### src/rtl/uart_pkg.sv
// Shared FSM state type, oversampling constants and baud-divisor helper
// for the UART receive path.
package uart_pkg;

   typedef enum logic [2:0] {
      ST_IDLE,
      ST_START,
      ST_DATA,
      ST_PARITY,
      ST_STOP,
      ST_BREAK
   } uart_state_t;

   localparam int OVS        = 16;
   localparam int SAMPLE_LO  = 7;
   localparam int SAMPLE_MID = 8;
   localparam int SAMPLE_HI  = 9;
   localparam int DATA_BITS  = 8;

   // Rounded clk_freq / (uart_freq * OVS).
   function automatic int calc_div(input int clk_freq, input int uart_freq);
      return (clk_freq + uart_freq * (OVS / 2)) / (uart_freq * OVS);
   endfunction

endpackage

### src/rtl/uart_baud_tick.sv
// Oversample tick generator: one-cycle tick every DIV clocks, re-phased by
// a synchronous restart so the first tick lands DIV cycles after it.
module uart_baud_tick #(
   parameter logic [15:0] DIV = 16'd72
) (
   input  logic clk,
   input  logic rst,
   input  logic restart,
   output logic tick
);

   logic [15:0] r_cnt;

   assign tick = (r_cnt == DIV - 16'd1);

   always_ff @(posedge clk) begin
      if (rst || restart) begin
         r_cnt <= 16'd0;
      end else if (tick) begin
         r_cnt <= 16'd0;
      end else begin
         r_cnt <= r_cnt + 16'd1;
      end
   end

endmodule

### src/rtl/uart_rx.sv
// 8N1 UART receiver, 16x oversampling with 3-sample majority vote and
// av/en pop interface. Define UART_RX_PARITY_EN for an 8E1 frame.
module uart_rx
   import uart_pkg::*;
#(
   parameter int clk_freq  = 133333000,
   parameter int uart_freq = 115200
) (
   input  logic       clk,
   input  logic       rst,
   input  logic       rxp,
   output logic [7:0] rx_data,
   output logic       rx_av,
   input  logic       rx_en,
   output logic       rx_frame_err,
   output logic       rx_ovr,
   output logic       rx_par_err
);

   localparam int         DIV      = calc_div(clk_freq, uart_freq);
   localparam logic [3:0] POS_LO   = 4'(SAMPLE_LO);
   localparam logic [3:0] POS_MID  = 4'(SAMPLE_MID);
   localparam logic [3:0] POS_HI   = 4'(SAMPLE_HI);
   localparam logic [2:0] LAST_BIT = 3'(DATA_BITS - 1);
`ifdef UART_RX_PARITY_EN
   localparam uart_state_t ST_AFTER_DATA = ST_PARITY;
`else
   localparam uart_state_t ST_AFTER_DATA = ST_STOP;
`endif

   logic        r_sync1;
   logic        r_sync2;
   logic        r_prev;
   uart_state_t r_state;
   logic [3:0]  r_os_cnt;
   logic [2:0]  r_bit_cnt;
   logic [7:0]  r_shift;
   logic        r_s_lo;
   logic        r_s_mid;
   logic [7:0]  r_data;
   logic        r_av;
   logic        r_frame_err;
   logic        r_ovr;
`ifdef UART_RX_PARITY_EN
   logic        r_par_err;
   logic        r_par_bad;
`endif

   logic        w_rx;
   logic        w_tick;
   logic        w_start_edge;
   logic [3:0]  w_pos;
   logic        w_decide;
   logic        w_vote;
   logic        w_par_ok;

   assign w_rx         = r_sync2;
   assign w_start_edge = (r_state == ST_IDLE) && r_prev && !w_rx;
   assign w_pos        = r_os_cnt + 4'd1;
   assign w_decide     = w_tick && (w_pos == POS_HI);
   assign w_vote       = (r_s_lo & r_s_mid) | (r_s_lo & w_rx) | (r_s_mid & w_rx);

`ifdef UART_RX_PARITY_EN
   assign w_par_ok   = !r_par_bad;
   assign rx_par_err = r_par_err;
`else
   assign w_par_ok   = 1'b1;
   assign rx_par_err = 1'b0;
`endif

   assign rx_data      = r_data;
   assign rx_av        = r_av;
   assign rx_frame_err = r_frame_err;
   assign rx_ovr       = r_ovr;

   uart_baud_tick #(
      .DIV (16'(DIV))
   ) u_baud_tick (
      .clk     (clk),
      .rst     (rst),
      .restart (w_start_edge),
      .tick    (w_tick)
   );

   // Presetting to 1 keeps reset release from looking like a start edge.
   always_ff @(posedge clk) begin
      if (rst) begin
         r_sync1 <= 1'b1;
         r_sync2 <= 1'b1;
         r_prev  <= 1'b1;
      end else begin
         r_sync1 <= rxp;
         r_sync2 <= r_sync1;
         r_prev  <= r_sync2;
      end
   end

   always_ff @(posedge clk) begin
      if (rst) begin
         r_state     <= ST_IDLE;
         r_os_cnt    <= 4'd0;
         r_bit_cnt   <= 3'd0;
         r_shift     <= 8'h00;
         r_s_lo      <= 1'b1;
         r_s_mid     <= 1'b1;
         r_data      <= 8'h00;
         r_av        <= 1'b0;
         r_frame_err <= 1'b0;
         r_ovr       <= 1'b0;
`ifdef UART_RX_PARITY_EN
         r_par_err   <= 1'b0;
         r_par_bad   <= 1'b0;
`endif
      end else begin
         r_frame_err <= 1'b0;
         r_ovr       <= 1'b0;
`ifdef UART_RX_PARITY_EN
         r_par_err   <= 1'b0;
`endif
         // A delivery later in this block overrides the pop.
         if (r_av && rx_en) begin
            r_av <= 1'b0;
         end

         case (r_state)
            ST_IDLE: begin
               if (w_start_edge) begin
                  r_os_cnt  <= 4'd0;
                  r_bit_cnt <= 3'd0;
`ifdef UART_RX_PARITY_EN
                  r_par_bad <= 1'b0;
`endif
                  r_state   <= ST_START;
               end
            end
            ST_BREAK: begin
               if (w_rx) begin
                  r_state <= ST_IDLE;
               end
            end
            default: begin
               if (w_tick) begin
                  r_os_cnt <= w_pos;
                  if (w_pos == POS_LO) begin
                     r_s_lo <= w_rx;
                  end
                  if (w_pos == POS_MID) begin
                     r_s_mid <= w_rx;
                  end
               end
               if (w_decide) begin
                  case (r_state)
                     ST_START: begin
                        r_state <= w_vote ? ST_IDLE : ST_DATA;
                     end
                     ST_DATA: begin
                        r_shift   <= {w_vote, r_shift[7:1]};
                        r_bit_cnt <= r_bit_cnt + 3'd1;
                        if (r_bit_cnt == LAST_BIT) begin
                           r_state <= ST_AFTER_DATA;
                        end
                     end
`ifdef UART_RX_PARITY_EN
                     ST_PARITY: begin
                        if ((^r_shift) ^ w_vote) begin
                           r_par_bad <= 1'b1;
                           r_par_err <= 1'b1;
                        end
                        r_state <= ST_STOP;
                     end
`endif
                     ST_STOP: begin
                        if (w_vote) begin
                           if (w_par_ok) begin
                              if (!r_av || rx_en) begin
                                 r_data <= r_shift;
                                 r_av   <= 1'b1;
                              end else begin
                                 r_ovr <= 1'b1;
                              end
                           end
                           r_state <= ST_IDLE;
                        end else begin
                           r_frame_err <= 1'b1;
                           r_state     <= ST_BREAK;
                        end
                     end
                     default: begin
                        r_state <= ST_IDLE;
                     end
                  endcase
               end
            end
         endcase
      end
   end

endmodule

### config.mk
export PLATFORM = sky130hd
export DESIGN_NAME = uart_rx
export DESIGN_NICKNAME = d
export VERILOG_FILES = /design/src/rtl/uart_pkg.sv /design/src/rtl/uart_baud_tick.sv /design/src/rtl/uart_rx.sv
export SDC_FILE = /design/constraint.sdc
export NUM_CORES = 1
export LEC_CHECK = 0
export ABC_CLOCK_PERIOD_IN_PS = 4520
export CAP_MARGIN = 20
export CORE_UTILIZATION = 51
export CTS_CLUSTER_DIAMETER = 50
export DETAILED_ROUTE_END_ITERATION = 16
export GPL_ROUTABILITY_DRIVEN = 0
export GPL_TIMING_DRIVEN = 0
export PLACE_DENSITY_LB_ADDON = 0.2
export REMOVE_ABC_BUFFERS = 1
export SLEW_MARGIN = 30
export SYNTH_ARGS = -nofsm -noshare
export SYNTH_HDL_FRONTEND = slang
export SYNTH_SLANG_ARGS = --single-unit
export TNS_END_PERCENT = 20
### constraint.sdc
create_clock -name clk -period 4.52 [get_ports clk]
set_clock_uncertainty 0.05 [all_clocks]
set_input_delay 1.356 -clock clk [delete_from_list [all_inputs] [get_ports clk]]
set_output_delay 1.356 -clock clk [all_outputs]
set_load 0.01 [all_outputs]
==> impl_results.md, run 1 <==
* Outcome: finished clean
* Worst slew pin tran at 929 ps
* Period utilization at 0.600
* CP Class: in2reg
* Max FO, Critical Path at 8
* Cell taking the most area after synthesis: dfxtp_1
* Maxcap violations at 0
* N_diodes at 0
* Top post-synthesis cells by count: dfxtp_1, nand2_1, nor2_1, mux2i_1, nand3_1
* Tmin final at 2710 ps
* Worst VDD drop at 0.228 mV
* Minimum hold slack at 374 ps
* Largest net degree at the start of global routing at 28
* Crit-path cells: clkdlybuf4s50_1 > nand2b_1 > nor3b_1 > and3_1 > nand3_1 > a21oi_1
* Seq/Total Area, Yosys at 0.436
* Total number of vias at 1,798
* Top FF cell, synth: dfxtp_1
* Row cnt at 24
* Cells after Synth at 263
* CP max-delay cell: clkdlybuf4s50_1
* Clock Path Buffers at 2
* R2r worst-path depth at 6
* Clock slew at reported path FFs at 90 ps
* Syn-to-layout area delta at 10.7%
* Clock latency on the worst-skew pair at 310 ps
* Post-synth EDFFs at 0
* Synth top area share at 0.436
* Vias per cell at 5.58
* Simple-gate area share of the yosys netlist at 0.243
* Core box area at 4350 um^2
* Initial Util at 0.527
* Hold Vio Cnt, Final at 0
* Die Width at 69.1 um
* CTS H-tree lvls at 2
* Filler instances at 397
* Max-slew violations at 0
* Clock sinks at 50
* Area share of fa/ha/maj cells after synthesis at 0.0425
* Hold crit path type: reg2reg
* Final WL at 4330 um
* Synth Area in Compound Gates at 0.0992
* Crit path arrival time at 2910 ps
* Leak Pwr at 0.904 nW
* Fin nets at 280
* Die Y-Extent at 69.1 um
* Avg Inst Size Synth at 8.73 um^2
* Pwr per Cell Area at 332 nW/um^2
* Synth Area in XOR/XNOR at 0.0534
* Post CTS Setup Buffer Count at 0
* Num ports at 16
* Mux cell area share after synthesis at 0.0747
* Fin Setup TNS at 0 ps
* Routed wire per std cell at 13.4 um
* Async SR Flop Fraction at 0
* Critical Path RT at 4720 ps
* CTS tree: yes
* Top-count cell post-synth: dfxtp_1
* Root Buffer: clkbuf_8
* Crit path largest cell delay at 440 ps
* HPWL after DPL at 2930 um
* Initial antenna violation count at 0
* Largest family of logic cells by synthesized area: simple AND/OR/NAND/NOR gates
* Antenna Nets Post-Route at 0
* Yosys reg bits at 50
* Synth area leaders: dfxtp_1, mux2i_1, nand2_1
* Input/output buffers at 14
* CTS buffer count at 5
* Nature of the critical path endpoint: flop
* Total gr overflow at 0
* Fmax at 0.369 GHz
* Post-Syn Area at 2300 um^2
* First DRT Iteration DRCs at 55
* Worst slew margin at 0.363
* Vias in the first global route at 1,754
* Ys Warns at 0
* Layout cells sized above 1 at 0.0556
* Remaining routing DRC violations at 0
* Total Routing Usage GR at 0.195
* Final Setup Violations at 0
* Startpoint types: input port
* DIE AREA at 4770 um^2
* CTS resizes at 0
* Hold depth at 1
* Post-CTS Hold Buffers at 0
* Synth unique cells at 46
* RSZ-0062 raised after global routing: no
* 1st-pass router iterations at 4
* Global-route wire length before repair at 7580 um
## through the flow
stage	util	cell area [um^2]	setup slack, ps	cells	total power, mW
3_5_place_dp	0.558	2430	826	314	0.529
6_report	0.584	2540	1810	322	0.844
5_1_grt	0.584	2540	1610	322	0.878
2_1_floorplan	-	2220	2150	248	0.510
4_1_cts	0.585	2550	1150	322	0.855
3_3_place_gp	0.557	2420	864	314	0.528
## worst max-delay path: cells and delay by family
kind            cells  cell delay (ps)
compound gates      1              180
buf+inv             1              440
simple gates        4              930
## flip-flops by register name, indices dropped and copies added (netlist names)
name	count
r_shift	8
r_os_cnt	4
r_state	3
rx_av	1
u_baud_tick.r_cnt	16
r_sync1	1
r_bit_cnt	3
rx_frame_err	1
r_s_lo	1
r_sync2	1
rx_data	8
rx_ovr	1
r_s_mid	1
r_prev	1
## power breakdown
part	internal, mW	total (mW)	leakage, nW	switching (mW)
combinational	0.0252	0.0621	0.440	0.0369
sequential	0.447	0.456	0.404	0.00841
clock	0.169	0.326	0.0591	0.157
## logic make-up after synthesis
group / Yosys count
muxes: 17
AOI/OAI and AO/OA: 37
xor gates and xnor gates: 14
buffers and inverters: 25
and+or+nand+nor: 111
DFF: 50
adders and majority gates: 8
other: 1
## routing by layer
metal  wire (um)  vias to the layer above  part of all wire  global-route usage
met1        1980                      848              0.46               0.221
li1            -                      922                 -                   -
met2        2120                       18              0.49               0.341
met4         106                        0             0.024              0.0952
met3         123                       10             0.028              0.0453
met5           0                        -                 0                   0
## final timing paths
kind	startpoint	endpoint	slack (ps)
worst max register to register	r_os_cnt[0]	rx_ovr	1990
worst min register to register	r_sync1	r_sync2	370
worst max-delay path	rx_en	rx_data[3]	1810
worst min-delay path	r_sync1	r_sync2	370
## layout by cell type, fill, tap and decap left out, types with 3 or more instances in the layout
cell type / synthesis / layout
a21oi_1: 14 / 14
and3_1: 7 / 7
clkbuf_8: 0 / 5
clkdlybuf4s50_1: 0 / 13
dfxtp_1: 50 / 50
ha_1: 7 / 7
inv_1: 10 / 10
mux2i_1: 16 / 16
nand2_1: 31 / 31
nand3_1: 16 / 16
nand4_1: 3 / 3
nor2_1: 27 / 27
nor3_1: 3 / 3
nor4b_1: 3 / 3
o21ai_0: 8 / 8
or2_2: 3 / 3
or3_1: 3 / 3
xnor2_1: 6 / 6
xor2_1: 8 / 8
## cell type report
class                           instances  area [um^2]  share of cell area
Timing Repair Buffer                   14          135              0.0532
Clock inverter                          3         47.5              0.0187
Multi-Input combinational cell        188         1190               0.467
Inverter                               10         37.5              0.0148
Clock buffer                            5         68.8              0.0271
Tap cell                               52         65.1              0.0256
Sequential cell                        50         1000               0.394
No activity file was read; power rests on OpenSTA's default activity.
==> run 2: changes to the inputs <==
--- a/config.mk
+++ b/config.mk
@@ -5,7 +5,7 @@
 export SDC_FILE = /design/constraint.sdc
 export NUM_CORES = 1
 export LEC_CHECK = 0
-export ABC_CLOCK_PERIOD_IN_PS = 4520
+export ABC_CLOCK_PERIOD_IN_PS = 2650
 export CAP_MARGIN = 20
 export CORE_UTILIZATION = 51
 export CTS_CLUSTER_DIAMETER = 50
==> constraint.sdc (replaced) <==
create_clock -name clk -period 2.65 [get_ports clk]
set_clock_uncertainty 0.05 [all_clocks]
set_input_delay 0.795 -clock clk [delete_from_list [all_inputs] [get_ports clk]]
set_output_delay 0.795 -clock clk [all_outputs]
set_load 0.01 [all_outputs]
==> run 2 against run 1 <==
  * Non-clock buffer count up 1
  * Clock-buffer cell count unchanged
  * Sequential power up 70%
  * Via count up 0.17%
  * Global-route usage down 0.062 points
  * Sequential cell count unchanged
  * Worst setup slack worse by 1500 ps
  * Cell count up 0.31%
  * Clock power up 71%
  * Largest cell class unchanged
==> impl_results.md, run 2 (synthesis gave the netlist of run 1 again) <==
* Setup Slack @ Placement at -483 ps (was 826 ps)
* Post-place instance area at 2430 um^2 (unchanged)
* Total gr overflow at 0 (unchanged)
* Total Routing Usage GR at 0.194 (was 0.195)
* Num ports at 16 (unchanged)
* First DRT Iteration DRCs at 49 (was 55)
* Crit path arrival time at 2470 ps (was 2910 ps)
* CP Class: reg2reg (was in2reg)
* Fmax at 0.434 GHz
* Final Setup Violations at 0 (unchanged)
* Post-route cell area at 2570 um^2 (was 2540 um^2)
* Outcome: finished clean (unchanged)
* Layout cells sized above 1 at 0.0664 (was 0.0556)
* Critical Path RT at 2820 ps (was 4720 ps)
* Period utilization at 0.869
* Worst slew margin at 0.572 (was 0.363)
* CTS buffer count at 5 (unchanged)
* Die Y-Extent at 69.1 um (unchanged)
* Total number of vias at 1,801 (was 1,798)
* Vias per cell at 5.58 (about the same)
* Final WL at 4360 um (was 4330 um)
* Worst slew pin tran at 630 ps (was 929 ps)
* Clock latency on the worst-skew pair at 310 ps (about the same)
* Multi-input gate area in the final layout at 1190 um^2 (about the same)
* RSZ-0062 raised after global routing: no (unchanged)
* Global-route wire length before repair at 7570 um (was 7580 um)
* Largest net degree at the start of global routing at 28 (unchanged)
* Most frequent cells in the layout: dfxtp_1, nand2_1, nor2_1 (unchanged)
* Hold crit path type: reg2reg (unchanged)
* Max-slew violations at 0 (unchanged)
* Input/output buffers at 14 (unchanged)
* Worst VDD drop at 0.398 mV (was 0.228 mV)
* Root Buffer: clkbuf_8 (unchanged)
* Routed wire per std cell at 13.5 um (was 13.4 um)
* Filler instances at 394 (was 397)
* Startpoint types: flop (was input port)
* Maxcap violations at 0 (unchanged)
* Antenna Nets Post-Route at 0 (unchanged)
* 1st-pass router iterations at 4 (unchanged)
* Max FO, Critical Path at 11 (was 8)
* Hold Vio Cnt, Final at 0 (unchanged)
* CTS tree: yes (unchanged)
* Remaining routing DRC violations at 0 (unchanged)
* N_diodes at 0 (unchanged)
* Max FFs per register at 16 (unchanged)
* Vias in the first global route at 1,758 (was 1,754)
* Initial antenna violation count at 0 (unchanged)
* Fin nets at 281 (was 280)
* Nature of the critical path endpoint: flop (unchanged)
* Minimum hold slack at 375 ps (was 374 ps)
* Register area at 1000 um^2 (unchanged)
* Initial Util at 0.527 (unchanged)
* Pwr per Cell Area at 562 nW/um^2 (was 332 nW/um^2)
* Leak Pwr at 0.913 nW (was 0.904 nW)
* Top reg by flops: u_baud_tick.r_cnt (unchanged)
* Clock slew at reported path FFs at 90 ps (about the same)
* Die Width at 69.1 um (unchanged)
* Core box area at 4350 um^2 (unchanged)
* DIE AREA at 4770 um^2 (unchanged)
* Commonest non-fill, non-tap cell in the layout: dfxtp_1 (unchanged)
* Setup WS post-layout at 346 ps (was 1810 ps)
* Tmin final at 2300 ps
* CTS H-tree lvls at 2 (unchanged)
* Clock sinks at 50 (unchanged)
* Row cnt at 24 (unchanged)
* Clock Path Buffers at 2 (unchanged)
* HPWL after DPL at 2930 um (unchanged)
* Syn-to-layout area delta at 11.9% (was 10.7%)
## run 2: critical path: stages, from the launching register on
cell      delay [ps]
dfxtp_1          490
ha_1             320
a21boi_1         210
a21oi_1          110
mux2i_2          530
nand3_1          190
nor4b_1          310
## run 2: through the flow
step / power (mW) / setup TNS (ps) / std cells / utilization
2_1_floorplan: 0.869 / 0 / 248 / -
3_3_place_gp: 0.900 / -6990 / 314 / 0.557
3_5_place_dp: 0.902 / -7780 / 314 / 0.558
4_1_cts: 1.46 / 0 / 322 / 0.585
5_1_grt: 1.50 / 0 / 323 / 0.590
6_report: 1.44 / 0 / 323 / 0.590
## run 2: metal layers
layer | vias up | track usage | wire [um]
li1 | 925 | - | -
met1 | 849 | 0.217 | 2000
met2 | 19 | 0.343 | 2140
met3 | 8 | 0.0453 | 134
met4 | 0 | 0.0952 | 84
met5 | - | 0 | 0
## run 2: timing repair
item | in CTS | in global routing
cloned | 0 | 0
setup endpoints to repair | 2 | 12
hold buffers | 0 | 0
buffers inserted | 0 | 1
pin swaps | 0 | 1
resized for setup | 2 | 1
## run 2: final timing paths
check	slack (ps)	cells past startpoint	from	end
min	380	1	r_sync1	r_sync2
min reg2reg	380	1	r_sync1	r_sync2
max	350	6	r_os_cnt[0]	rx_ovr
max reg2reg	350	6	r_os_cnt[0]	rx_ovr
## run 2: layout make-up
| class | instances | share of cell area |
|---|---|---|
| Sequential cell | 50 | 0.390 |
| Inverter | 10 | 0.0161 |
| Timing Repair Buffer | 15 | 0.0604 |
| Tap cell | 52 | 0.0253 |
| Clock buffer | 5 | 0.0268 |
| Clock inverter | 3 | 0.0185 |
| Multi-Input combinational cell | 188 | 0.463 |
## run 2: report_power, final
| part | leakage, nW | switching (mW) | internal [mW] | total [mW] |
|---|---|---|---|---|
| clock network | 0.0591 | 0.271 | 0.288 | 0.559 |
| logic | 0.449 | 0.0636 | 0.0432 | 0.107 |
| registers | 0.404 | 0.0142 | 0.763 | 0.777 |
